[src/rtl/serdes_delay_line.sv]
// rtl/serdes_delay_line.sv - WIDTH x DEPTH shift register with synchronous reset
module serdes_delay_line #(
  parameter int WIDTH = 8,
  parameter int DEPTH = 1
) (
  input  logic             clk_i,
  input  logic             rst_i,
  input  logic [WIDTH-1:0] d_i,
  output logic [WIDTH-1:0] q_o
);

  logic [WIDTH-1:0] stage_q [DEPTH];

  // Shift every stage one place per clock; reset clears the whole line
  always_ff @(posedge clk_i) begin
    if (rst_i) begin
      for (int i = 0; i < DEPTH; i++) begin
        stage_q[i] <= '0;
      end
    end else begin
      stage_q[0] <= d_i;
      for (int i = 1; i < DEPTH; i++) begin
        stage_q[i] <= stage_q[i-1];
      end
    end
  end

  assign q_o = stage_q[DEPTH-1];

endmodule

[config.mk]
export PLATFORM = sky130hd
export DESIGN_NAME = serdes_delay_line
export DESIGN_NICKNAME = d
export VERILOG_FILES = /design/src/rtl/serdes_delay_line.sv
export SDC_FILE = /design/constraint.sdc
export NUM_CORES = 1
export LEC_CHECK = 0
export ABC_AREA = 1
export ABC_CLOCK_PERIOD_IN_PS = 800
export CAP_MARGIN = 10
export CORE_AREA = 2 2 39 41
export CTS_BUF_LIST = sky130_fd_sc_hd__clkbuf_16
export CTS_CLUSTER_SIZE = 12
export DETAILED_ROUTE_END_ITERATION = 10
export DIE_AREA = 0 0 41 43
export DONT_BUFFER_PORTS = 1
export PLACE_DENSITY_LB_ADDON = 0.15
export SKIP_LAST_GASP = 1
export SLEW_MARGIN = 10
export SYNTH_ARGS = -nofsm -noshare
export SYNTH_HDL_FRONTEND = slang
export SYNTH_SLANG_ARGS = --single-unit
[constraint.sdc]
create_clock -name clk_i -period 0.8 [get_ports clk_i]
set_input_delay 0.12 -clock clk_i [delete_from_list [all_inputs] [get_ports clk_i]]
set_output_delay 0.12 -clock clk_i [all_outputs]
set_load 0.1 [all_outputs]
**After elaboration in Yosys (flattened, before gate mapping)**

Memories as Yosys holds them, arrays and structs flattened.
Cells that the tools add are included.

- Register bits: 0
- Memory bits (writable): 8
- Input port bits: 10
- Output and inout bits: 8
- Word-level logic and storage cells: 7
- Memories: 1

Memories:

| name | words | width | rd ports | clocked after Yosys merged registers in | wr ports | RTL line | text |
|---|---|---|---|---|---|---|---|
| stage_q | 1 | 8 | 1 | 0 | 1 | 12 | `logic [WIDTH-1:0] stage_q [DEPTH];` |

- Mux-type cells: 5
- Reductions and logical operators: 1

Operators by type and width:

| kind | number |
|---|---|
| $mux 8 | 1 |
| $reduce_or 8->1 | 1 |
| $mux 1 | 4 |

**Logic depth before layout (Yosys ltp)**

- Word-level depth: 3
- Gate-level depth with buffers: 2
- Mapped depth without buffers: 2

**Least setup slack after synthesis**

No wires, ideal clock.

- Kind: register to output
- Start: memory stage_q[0][0]
- End: output port q_o[0]
- Data arrival time: 0.909 ns
- Data required time: 0.680 ns
- Setup slack: -0.229 ns
- Stages on the path, launching flop included: 1
- Path buffers: 0
- Cell sequence: dfxtp_1

- Longest elaborated chain between the ends: 1

Ends and longest elaborated chain:

| item | RTL line | text |
|---|---|---|
| start, declared | 12 |  |
| $mem_v2 1x8 | - |  |
| end, declared | 9 | `output logic [WIDTH-1:0] q_o` |

Every way passes these cells.

**Final worst setup path**

Same ends and word-level chain as after synthesis.

==> out/metrics.yaml <==
critPathArrivalTime_ns: 0.73
cp_max_fo: 1
hold_depth: 2
pre_cts_ws_ns: 0.188
synthArstFlopShare_pct: 0
synth_area_um2: 231
highest_layer: "met3"
placed_cells: 48
hpwl_um: 361
start_kind: "flop"
hold_violations: 0
nets: 56
path_clk_slew_ns: 0.04
worst_pin_slew_ns: 0.297
syn-instance-count: 25
setup_ws_ns: -0.0490
cts_tree: "built"
grt_pass1_wl_um: 759
wl_met1_um: 204
ys_seq_elements: 8
diodes: 0
cts_buffer_depth: 2
hp-start: "rst_i"
p_leak_nw: 0.282
worst_setup_path_end_kind: "primary output"
numCtsBuffers: 3
final_util_pct: 41.8
syn-mean-instance-area_um2: 9.26
outcome: "finished, violations left"
period_minus_slack_ns: 0.849
grt_setup_unrepaired: "yes"
drv_cap: 0
setup_viol_count_final: 8
vias: 201
die_y_um: 43
port_buffers: 0
first_pass_iters: 1
initial_core_util_pct: 16.7
dr.first_iter.drc_count: 0
min_to: "stage_q[0][6]"
cp.required_ns: 0.68
die_w_um: 41
yosysTopAreaCell: "dfxtp_1"
ant_nets: 0
regMostFlops: "stage_q"
wl_per_cell_um: 7.97
crit_chain: "buf_12"
synth.distinct_cells: 4
synth_edf_count: 0
vias_per_cell: 3.35
io_pins: 18
grt_overflow_total: 0
slowest_delay_ns: 0.33
rows: 14
grt_use_total_pct: 7.02
largest_reg_flops: 8
path_buf_inv: 1
yosysTopAreaCellShare_pct: 69.2
critPathTopFamily: "flip-flops"
synthTopCellsByCount: "dfxtp_1 (8), inv_1 (8), nor2_1 (8)"
syn2layout_area_growth_pct: 150
routabilityCongestion: 0.564
slew_headroom_pct: 80.2
drt-total-wl_um: 478
synth_xor_area_share_pct: 0
violations: "negative setup slack"
route.met3.wl_um: 53
vdd_ir_drop_max_v: 0.000776
ys_seq_area_share_pct: 69.2
total_power_mw: 1.55
route.met2.wl_um: 220
design.core.area_um2: 1380
stdcell_count: 60
synth_top_family_by_area: "buffers and inverters"
powerDensity_nw_per_um2: 2680
synth_ff_type: "dfxtp_1"
max_freq_mhz: 1180
syn-num-nets: 35
drc_errors: 0
criticalPathCategory: "flop to primary output"
synth_compound_area_share_pct: 0
drive_gt1_share_pct: 43.2
cp_slowest_cell: "dfxtp_2"
muxShareOfSynthArea_pct: 0
cts_max_level: 1
finalCritPeriodShare_pct: 106
cts-root-buf: "clkbuf_16"
synth-simple-area-share_pct: 13.0
synthAdderAreaFrac_pct: 0
slew_viol_final: 0
grt_max_degree: 8
grt_pass1_vias: 204
yosys-top-cells-area: "dfxtp_1 (69%), inv_1 (13%), nor2_1 (13%), buf_6 (4.9%)"
dieArea_um2: 1760
yosys_warnings: 0
antenna_found_initial: 0
cts_sinks: 8
worstHoldPathType: "input port to flop"
top_regs: "stage_q: 8 flops"
-- logic make-up after synthesis --
| family | count (synthesis) |
|---|---|
| buf+inv | 9 |
| flops | 8 |
| simple gates | 8 |
-- worst max path at each step --
stage	start	endpoint	slack [ns]	cells after the start
final	stage_q[0][0]	q_o[0]	-0.05	1
after global routing	stage_q[0][0]	q_o[0]	-0.07	1
after CTS	stage_q[0][0]	q_o[0]	-0.06	1
after detailed placement	stage_q[0][0]	q_o[0]	0.19	1
after global placement	stage_q[0][3]	q_o[3]	0.19	1
after floorplan	stage_q[0][0]	q_o[0]	0.05	0
-- layer usage --
metal  global-route usage [%]  vias up
met3                     4.71        0
met1                     8.01       85
met4                     6.00        0
li1                         -      106
met5                        0        -
met2                     8.44       10
-- timing repair --
item | 4_1_cts | 5_1_grt
setup endpoints to repair | 8 | 15
cloned | 0 | 0
gates resized for setup | 0 | 1
endpoints found under the hold margin | 8 | 1
hold buffers | 8 | 1
buffers inserted | 0 | 0
-- final cells by class --
type                       count  area (um2)
sequential                     8         170
tap                           16        20.0
inverter                       8        30.0
timing repair buffer          17         253
clock buffer                   3        75.1
multi-input combinational      8        30.0
fill                         127         806
-- where the power goes --
group / switching (mW) / internal (mW) / total [mW]
combinational: 0.183 / 0.117 / 0.300
clock: 0.166 / 0.642 / 0.807
sequential: 0.0167 / 0.428 / 0.445
-- per-stage QoR --
stage / TNS (ns) / hold slack, ns / area, um2
detailed placement: 0 / 0.187 / 410
global placement: 0 / 0.186 / 410
global route: -0.502 / 0.360 / 578
floorplan: 0 / 0.220 / 241
CTS: -0.554 / 0.00316 / 566
finish: -0.351 / 0.339 / 578
-- cell usage in the layout (no fill, tap or decap), drive strengths merged --
cell and n:
dlymetal6s4s 1, inv 8, dlygate4sd3 8, buf 8, clkbuf 3, dfxtp 8
nor2 8
Power figures use the tool's default switching activity.
